File: src/rtl/bus_arbiter_if.sv
// Bus arbitration interface: master requests and split signalling in,
// grants, mux select and split status out.
interface bus_arbiter_if;
    logic mreq1;
    logic mreq2;
    logic split;
    logic split_done;
    logic mgrant1;
    logic mgrant2;
    logic msel;
    logic bus_busy;
    logic split_pending;
    logic split_id;

    modport master (
        output mreq1, mreq2, split, split_done,
        input  mgrant1, mgrant2, msel, bus_busy, split_pending, split_id
    );

    modport slave (
        input  mreq1, mreq2, split, split_done,
        output mgrant1, mgrant2, msel, bus_busy, split_pending, split_id
    );
endinterface

File: src/rtl/bus_arbiter.sv
// Two-master bus arbiter: fixed priority to master 1, starvation guard for
// master 2, and split-transaction park/resume. All outputs registered.
module bus_arbiter #(
    parameter int unsigned STARVE_LEN = 4,
    parameter int unsigned STARVE_MAX = 15
) (
    input  logic         clk,
    input  logic         reset,
    bus_arbiter_if.slave bus
);
    typedef enum logic [1:0] {IDLE, GRANT1, GRANT2, RELEASE} state_t;

    localparam logic [STARVE_LEN-1:0] STARVE_TOP = STARVE_LEN'(STARVE_MAX);

    state_t                r_state;
    state_t                w_state_nxt;
    logic                  r_grant1, r_grant2, r_msel, r_busy;
    logic                  r_pend, r_id, r_resume;
    logic [STARVE_LEN-1:0] r_starve;

    logic                  w_grant1_nxt, w_grant2_nxt, w_msel_nxt;
    logic                  w_pend_nxt, w_id_nxt, w_resume_nxt;
    logic [STARVE_LEN-1:0] w_starve_nxt;
    logic                  w_elig1, w_elig2, w_starved;
    logic                  w_resume1, w_resume2, w_parked_req;

    assign w_elig1      = bus.mreq1 && !(r_pend && !r_id);
    assign w_elig2      = bus.mreq2 && !(r_pend &&  r_id);
    assign w_starved    = (r_starve == STARVE_TOP) && w_elig2;
    assign w_resume1    = r_resume && !r_id && w_elig1;
    assign w_resume2    = r_resume &&  r_id && w_elig2;
    assign w_parked_req = r_id ? bus.mreq2 : bus.mreq1;

    always_ff @(posedge clk or posedge reset) begin
        if (reset) begin
            r_state  <= IDLE;
            r_grant1 <= 1'b0;
            r_grant2 <= 1'b0;
            r_msel   <= 1'b0;
            r_busy   <= 1'b0;
            r_pend   <= 1'b0;
            r_id     <= 1'b0;
            r_resume <= 1'b0;
            r_starve <= '0;
        end else begin
            r_state  <= w_state_nxt;
            r_grant1 <= w_grant1_nxt;
            r_grant2 <= w_grant2_nxt;
            r_msel   <= w_msel_nxt;
            r_busy   <= w_grant1_nxt | w_grant2_nxt;
            r_pend   <= w_pend_nxt;
            r_id     <= w_id_nxt;
            r_resume <= w_resume_nxt;
            r_starve <= w_starve_nxt;
        end
    end

    always_comb begin
        w_state_nxt = r_state;
        unique case (r_state)
            IDLE: begin
                if (w_resume1)      w_state_nxt = GRANT1;
                else if (w_resume2) w_state_nxt = GRANT2;
                else if (w_starved) w_state_nxt = GRANT2;
                else if (w_elig1)   w_state_nxt = GRANT1;
                else if (w_elig2)   w_state_nxt = GRANT2;
            end
            GRANT1:  if (!bus.mreq1 || (bus.split && !r_pend)) w_state_nxt = RELEASE;
            GRANT2:  if (!bus.mreq2 || (bus.split && !r_pend)) w_state_nxt = RELEASE;
            RELEASE: w_state_nxt = IDLE;
            default: w_state_nxt = IDLE;
        endcase
    end

    always_comb begin
        w_grant1_nxt = (w_state_nxt == GRANT1);
        w_grant2_nxt = (w_state_nxt == GRANT2);
        w_msel_nxt   = r_msel;
        if (w_grant1_nxt)      w_msel_nxt = 1'b0;
        else if (w_grant2_nxt) w_msel_nxt = 1'b1;

        w_pend_nxt   = r_pend;
        w_id_nxt     = r_id;
        w_resume_nxt = r_resume;
        if (r_state == IDLE && w_state_nxt != IDLE) w_resume_nxt = 1'b0;

        // A request drop outranks a same-cycle split; split_id survives the
        // clear so the resume path still knows whom to favour.
        if (r_state == GRANT1 && bus.mreq1 && bus.split && !r_pend) begin
            w_pend_nxt = 1'b1;
            w_id_nxt   = 1'b0;
        end else if (r_state == GRANT2 && bus.mreq2 && bus.split && !r_pend) begin
            w_pend_nxt = 1'b1;
            w_id_nxt   = 1'b1;
        end else if (r_pend) begin
            if (!w_parked_req) begin
                w_pend_nxt = 1'b0;
            end else if (bus.split_done) begin
                w_pend_nxt   = 1'b0;
                w_resume_nxt = 1'b1;
            end
        end

        w_starve_nxt = r_starve;
        if (!bus.mreq2 || w_grant2_nxt)
            w_starve_nxt = '0;
        else if (w_elig2 && !r_grant2 && r_starve != STARVE_TOP)
            w_starve_nxt = r_starve + STARVE_LEN'(1);
    end

    assign bus.mgrant1       = r_grant1;
    assign bus.mgrant2       = r_grant2;
    assign bus.msel          = r_msel;
    assign bus.bus_busy      = r_busy;
    assign bus.split_pending = r_pend;
    assign bus.split_id      = r_id;
endmodule
File: src/flat_wrapper.sv
// flat-port wrapper written by rule: the top's interface ports become plain ports
module bus_arbiter_flat 
#(
    parameter int unsigned STARVE_LEN = 4,
    parameter int unsigned STARVE_MAX = 15
)
  (clk, reset, bus_mreq1, bus_mreq2, bus_split, bus_split_done, bus_mgrant1, bus_mgrant2, bus_msel, bus_bus_busy, bus_split_pending, bus_split_id);
  bus_arbiter_if bus_i ();
  input  logic clk;
  input  logic reset;
  input wire logic [$bits(bus_i.mreq1)-1:0] bus_mreq1;
  input wire logic [$bits(bus_i.mreq2)-1:0] bus_mreq2;
  input wire logic [$bits(bus_i.split)-1:0] bus_split;
  input wire logic [$bits(bus_i.split_done)-1:0] bus_split_done;
  output wire logic [$bits(bus_i.mgrant1)-1:0] bus_mgrant1;
  output wire logic [$bits(bus_i.mgrant2)-1:0] bus_mgrant2;
  output wire logic [$bits(bus_i.msel)-1:0] bus_msel;
  output wire logic [$bits(bus_i.bus_busy)-1:0] bus_bus_busy;
  output wire logic [$bits(bus_i.split_pending)-1:0] bus_split_pending;
  output wire logic [$bits(bus_i.split_id)-1:0] bus_split_id;
  assign bus_i.mreq1 = bus_mreq1;
  assign bus_i.mreq2 = bus_mreq2;
  assign bus_i.split = bus_split;
  assign bus_i.split_done = bus_split_done;
  assign bus_mgrant1 = bus_i.mgrant1;
  assign bus_mgrant2 = bus_i.mgrant2;
  assign bus_msel = bus_i.msel;
  assign bus_bus_busy = bus_i.bus_busy;
  assign bus_split_pending = bus_i.split_pending;
  assign bus_split_id = bus_i.split_id;
  bus_arbiter #(.STARVE_LEN(STARVE_LEN), .STARVE_MAX(STARVE_MAX)) u_core (.clk(clk), .reset(reset), .bus(bus_i));
endmodule
File: config.mk
export PLATFORM = sky130hd
export DESIGN_NAME = bus_arbiter_flat
export DESIGN_NICKNAME = d
export VERILOG_FILES = /design/src/rtl/bus_arbiter_if.sv /design/src/rtl/bus_arbiter.sv /design/src/flat_wrapper.sv
export SDC_FILE = /design/constraint.sdc
export NUM_CORES = 1
export LEC_CHECK = 0
export ABC_AREA = 1
export BUFFER_PORTS_ARGS = -buffer_cell sky130_fd_sc_hd__buf_2
export CORE_MARGIN = 2
export CORE_UTILIZATION = 51
export CTS_BUF_LIST = sky130_fd_sc_hd__clkbuf_4 sky130_fd_sc_hd__clkbuf_8
export DETAILED_ROUTE_END_ITERATION = 10
export HOLD_SLACK_MARGIN = 0.03
export PLACE_DENSITY = 0.73
export SYNTH_ARGS = -nofsm -noshare
export SYNTH_HDL_FRONTEND = slang
export SYNTH_SLANG_ARGS = --single-unit
File: constraint.sdc
create_clock -name clk -period 1.75 [get_ports clk]
set_input_delay 0.175 -clock clk [delete_from_list [all_inputs] [get_ports clk]]
set_output_delay 0.175 -clock clk [all_outputs]
set_load 0.01 [all_outputs]
== Word-level counts from Yosys, hierarchy flattened ==
Index checks and enable logic that the tools add are counted.

* Add/sub/neg operators: 1
* $mul: 0
* Divide/modulo/power cells: 0
* Order comparisons: 0
* Eq/ne operators: 7
* Shift-type cells: 0
* Mux-type cells: 26
* Bitwise logic cells: 1
* Reductions and logical operators: 34

{| class="wikitable"
|+ Operators by type and width
! kind !! number
|-
| $logic_and A1 B1 Y1 || 19
|-
| $mux W1 || 16
|-
| $mux W2 || 7
|-
| $mux W4 || 2
|-
| $pmux W2 S4 || 1
|-
| $reduce_bool A2 Y1 || 4
|-
| $logic_not A1 Y1 || 7
|-
| $eq A2 B2 Y1 const B || 3
|-
| $add A4 B1 Y4 const B || 1
|-
| $eq A2 B1 Y1 const B || 2
|-
| $eq A4 B4 Y1 const B || 1
|-
| $ne A4 B4 Y1 const B || 1
|-
| $logic_or A1 B1 Y1 || 3
|-
| $logic_not A2 Y1 || 1
|-
| $or A1 B1 Y1 || 1
|}

* Register bits after elaboration: 13
* Bits in latches: 0
* Memory bits (writable): 0
* ROM bits: 0
* Bits of input ports: 6
* Output and inout bits: 6
* Word-level logic and storage cells: 78
* Memories kept: 0

== Logic depth before layout (Yosys ltp) ==
* Word-level depth: 17
* Mapped depth: 13
* Depth with buffers taken out: 13

== Worst setup path before layout ==
No wires, ideal clock.

* Kind: register -> register
* Start: reg u_core.r_starve[0]
* End: reg u_core.r_starve[3]
* Arrival time: 1.631 ns
* Data required time: 1.633 ns
* Setup slack: 0.002 ns
* Cell stages (with the launch flop): 13
* Buffers on the path: 0
* Cell sequence: dfrtp_1 -> ha_1 -> nand3_1 -> nand2_1 -> nand2_2 -> nand3_2 -> nand2_2 -> nand2_2 -> ha_1 -> nor2_8 -> nand2_4 -> nand3_1 -> nand2_1

* Longest elaborated chain between the ends: 9

{| class="wikitable"
|+ Ends and longest elaborated chain
! item !! line !! text
|-
| from (decl) || bus_arbiter.sv:19 || <nowiki>logic [STARVE_LEN-1:0] r_starve;</nowiki>
|-
| from (signal assigned) || bus_arbiter.sv:54 || <nowiki>r_starve <= w_starve_nxt;</nowiki>
|-
| $eq A4 B4 Y1 (*) || bus_arbiter.sv:29 || <nowiki>assign w_starved = (r_starve == STARVE_TOP) && w_elig2;</nowiki>
|-
| $logic_and A1 B1 Y1 (*) || bus_arbiter.sv:29 ||
|-
| $mux W2 (*) || bus_arbiter.sv:64 || <nowiki>else if (w_starved) w_state_nxt = GRANT2;</nowiki>
|-
| $mux W2 (*) || bus_arbiter.sv:63 || <nowiki>else if (w_resume2) w_state_nxt = GRANT2;</nowiki>
|-
| $mux W2 (*) || bus_arbiter.sv:62 || <nowiki>if (w_resume1) w_state_nxt = GRANT1;</nowiki>
|-
| $pmux W2 S4 (*) || bus_arbiter.sv:60 || <nowiki>unique case (r_state)</nowiki>
|-
| $eq A2 B2 Y1 (*) || bus_arbiter.sv:77 || <nowiki>w_grant2_nxt = (w_state_nxt == GRANT2);</nowiki>
|-
| via u_core.w_grant2_nxt || bus_arbiter.sv:21 || <nowiki>logic w_grant1_nxt, w_grant2_nxt, w_msel_nxt;</nowiki>
|-
| $logic_or A1 B1 Y1 (*) || bus_arbiter.sv:105 || <nowiki>if (!bus.mreq2 || w_grant2_nxt)</nowiki>
|-
| $mux W4 / $reduce_bool A2 Y1 (equally long branches) || n/a ||
|}

Mark *: on every way through the listed nets, which the timed path passes. The rest lies on a longest branch. The select of a mux whose other input is x is not followed.
A chain may end at the register's enable or synchronous reset.

== Final worst setup path ==
* Start: reg u_core.r_starve[0]
* End: reg u_core.r_starve[3]

* Longest elaborated chain between the ends: 9

{| class="wikitable"
|+ Ends and longest elaborated chain
! item !! line !! text
|-
| $eq A4 B4 Y1 (*) || bus_arbiter.sv:29 ||
|-
| $logic_and A1 B1 Y1 (*) || bus_arbiter.sv:29 ||
|-
| $mux W2 (*) || bus_arbiter.sv:64 ||
|-
| $mux W2 (*) || bus_arbiter.sv:63 ||
|-
| $mux W2 (*) || bus_arbiter.sv:62 ||
|-
| $pmux W2 S4 (*) || bus_arbiter.sv:60 ||
|-
| via u_core.w_state_nxt[1] || bus_arbiter.sv:16 || <nowiki>state_t w_state_nxt;</nowiki>
|-
| $eq A2 B2 Y1 (*) || bus_arbiter.sv:77 ||
|-
| via u_core.w_grant2_nxt || bus_arbiter.sv:21 ||
|-
| $logic_or A1 B1 Y1 (*) || bus_arbiter.sv:105 ||
|-
| $mux W4 / $reduce_bool A2 Y1 (equally long branches) || n/a ||
|}

Marks and branches as above.

==> flow_summary.toml <==
[outcome]
status = "finished, final reports clean"

[clocking]
htreeDepth = 1
numCtsBuffers = 3
cts.sink_count = 13
cts_tree = "done"
clkLatencyLatePin_ps = 280
clk_path_buf_depth = 2
clk_pin_slew_ps = 80
clock-root-buffer = "clkbuf_4"

[global_routing]
grt_pass1_vias = 621
grt_pass1_wl_mm = 2.76
grt-ovfl-total = 0
grt_max_degree = 14
antenna_found_initial = 0
gr-usage-all-layers_pct = 20.4

[critical_path]
path_common_cell = "nand2_2"
critPathCaptureType = "flop"
slowest_delay_ps = 390
cp_data_arrival_time_ps = 1850
crit_required_ps = 1930
crit_slowest_cell = "dfrtp_1"
worstReg2RegStart = "u_core.r_starve[0]$_DFFE_PP0P_"
start_kind = "flop"
path_max_fanout = 5
r2r_cells = 12
path_cells = "ha_2, nand3_2, nand2_2, nand2_2, nand2_2, nand2_2, a21oi_4, ha_4, nor2_8, nand2_4, nand3_1, nand2_1"
reg2reg_slack_ps = 80
worst-setup-path-type = "flop to flop"
r2r_end = "u_core.r_starve[3]$_DFFE_PP0P_"

[routing]
via_per_inst = 5.06
met2_length_um = 882
wl_met1_um = 739
drcViolationCount = 0
wl_met3_um = 48
drtAntennaViolNets = 0
wl_per_cell_um = 12.6
detail_route.first_pass.iterations = 5
drt-total-wl_mm = 1.70
highest-signal-layer = "met4"
vias = 683
drt_iter0_drc = 5

[timing]
rsz0062_at_grt = "yes"
fmax_mhz = 600
slew_headroom_pct = 68.4
final-hold-violation-count = 0
fin_crit_ps = 1670
layout_worst_path_cycle_share_pct = 95.2
fin_tns_setup_ps = 0
fin_skew_ps = 5.29
setup_violations = 0
worst_pin_slew_ps = 474
setup_ws_ps = 84.3
slew_viol_final = 0

[floorplanning]
start_util_pct = 55.9
num_rows = 13
die_x_um = 42.2
io_pins = 12
core_area_mm2 = 0.00133
dieArea_mm2 = 0.00178
die_y_um = 42.2

[layout]
num-fill-cells = 107
n_antenna_cell = 0
design_area_mm2 = 0.00100
syn2layout_area_growth_pct = 34.6
drive_above_1_share_pct = 44.2
nets = 131
mostFrequentLayoutCells = "21 x nand2_1, 11 x buf_2, 11 x buf_4, 11 x dfrtp_1, 10 x inv_1"
final_common_cell = "nand2_1"

[logic_synthesis]
ys_seq_area_share_pct = 43.6
synth_largest_area_cell = "dfrtp_1"
synth-xor-area-share_pct = 1.17
netlist_instances = 92
yosys.area_share.simple_pct = 33.7
synth_top_cell_area_share_pct = 43.6
synth_top_family_by_area = "simple AND/OR/NAND/NOR gates"
synth_seq_cells = 13
synth_cell_types = 19
synth_mux_area_share_pct = 0
synth.cell_area_um2 = 746
synth_nets = 102
ys_warn_count = 0
yosys.area_share.adder_pct = 6.71
synth_compound_area_share_pct = 7.72
synth_area_leaders = "dfrtp_1 44%, nand2_1 12%, ha_1 6.7%"
syn_area_per_cell_um2 = 8.11

[min_path]
holdCritStartpoint = "bus_split_done"
min_path_type = "primary input to flop"
holdPathStages = 3
min_to = "u_core.r_resume$_DFF_PP0_"

[placed_design]
post-place-ws_ps = -82.1
port_buffers = 11
place_area_um2 = 857
dp_hpwl_mm = 1.19
globalplace.congestion = 0.810

[power_and_ir_drop]
ir_drop_uv = 1070
power_frac_seq_pct = 31.1
pwr-share-comb_pct = 57.9
p_switching_uw = 737
p_int_uw = 973
clkPwrFrac_pct = 11.0
p_leak_nw = 0.545
swShare_pct = 43.1
powerDensity_mw_per_mm2 = 1700

[run]
drv_cap = 0
-- power groups by stage --
stage | Sequential (mW) | Combinational, mW | Clock (mW)
2_1_floorplan | 0.545 | 0.475 | 0
3_3_place_gp | 0.520 | 0.713 | 0
3_5_place_dp | 0.524 | 0.744 | 0
4_1_cts | 0.518 | 0.811 | 0.186
5_1_grt | 0.549 | 1.10 | 0.196
6_report | 0.531 | 0.991 | 0.189
-- state kept, by name, indices dropped and copies added (netlist names) --
signal / flops
u_core.r_starve: 4
u_core.bus.split_pending: 1
u_core.bus.mgrant2: 1
u_core.bus.bus_busy: 1
u_core.bus.mgrant1: 1
u_core.r_resume: 1
u_core.bus.split_id: 1
u_core.bus.msel: 1
u_core.r_state: 2
-- layer usage --
metal	GRT usage, %	vias up
met2	32.9	17
met1	27.2	309
met5	0	-
li1	-	353
met4	7.50	0
met3	3.88	4
-- worst max-delay path by stage --
stage	startpoint	to	slack [ps]	cells after the start
final	u_core.r_starve[0]$_DFFE_PP0P_	u_core.r_starve[3]$_DFFE_PP0P_	80	12
after global routing	u_core.r_starve[0]$_DFFE_PP0P_	u_core.r_starve[3]$_DFFE_PP0P_	-10	12
after CTS	u_core.r_starve[1]$_DFFE_PP0P_	u_core.r_starve[3]$_DFFE_PP0P_	0.2	13
after detailed placement	u_core.r_starve[0]$_DFFE_PP0P_	u_core.r_starve[3]$_DFFE_PP0P_	-80	12
after global placement	u_core.r_starve[0]$_DFFE_PP0P_	u_core.r_starve[3]$_DFFE_PP0P_	-40	12
after floorplan	u_core.r_starve[0]$_DFFE_PP0P_	u_core.r_starve[3]$_DFFE_PP0P_	2	12
-- synth_stat cells, drive strengths merged --
cell and n:
o21ai 5, a31oi 2, nand3b 1, nor2 9, nand3 7, ha 4
inv 14, nand2 31, xor2 1, a21oi 4, dfrtp 13, nor4 1
-- critical path, delay by kind of cell, from the launching register on --
kind | cells | cell delay, ps
compound gates | 1 | 70
fa+ha+maj | 2 | 390
flops | 1 | 390
simple gates | 9 | 700
-- layout make-up --
| type | count | area, µm² | share of cell area [%] |
|---|---|---|---|
| multi-input combinational | 65 | 418 | 41.6 |
| timing repair buffer | 24 | 159 | 15.8 |
| clock inverter | 1 | 5.00 | 0.499 |
| sequential | 13 | 328 | 32.7 |
| tap | 15 | 18.8 | 1.87 |
| inverter | 14 | 52.6 | 5.24 |
| clock buffer | 3 | 22.5 | 2.24 |
-- timing repair --
| action | CTS | global route |
|---|---|---|
| setup buffers | 2 | 5 |
| pin swaps | 7 | 11 |
| hold buffers | 1 | 0 |
| setup endpoints to repair | 5 | 6 |
| endpoints found under the hold margin | 13 | 0 |
| gates resized for setup | 6 | 12 |
-- logic make-up after synthesis --
kind of cell | Yosys count
and+or+nand+nor | 49
buffers and inverters | 14
DFF | 13
AOI/OAI and AO/OA | 11
adders and majority gates | 4
xor gates and xnor gates | 1
-- metrics by stage --
stage / total power [mW] / instances / util, % / hold WS, ps
2_1_floorplan: 1.02 / 92 / - / 52.0
3_3_place_gp: 1.23 / 123 / 64.3 / 214
3_5_place_dp: 1.27 / 123 / 64.3 / 210
4_1_cts: 1.52 / 130 / 69.6 / 153
5_1_grt: 1.85 / 135 / 75.2 / 214
6_report: 1.71 / 135 / 75.2 / 186
Power figures use the tool's default switching activity.
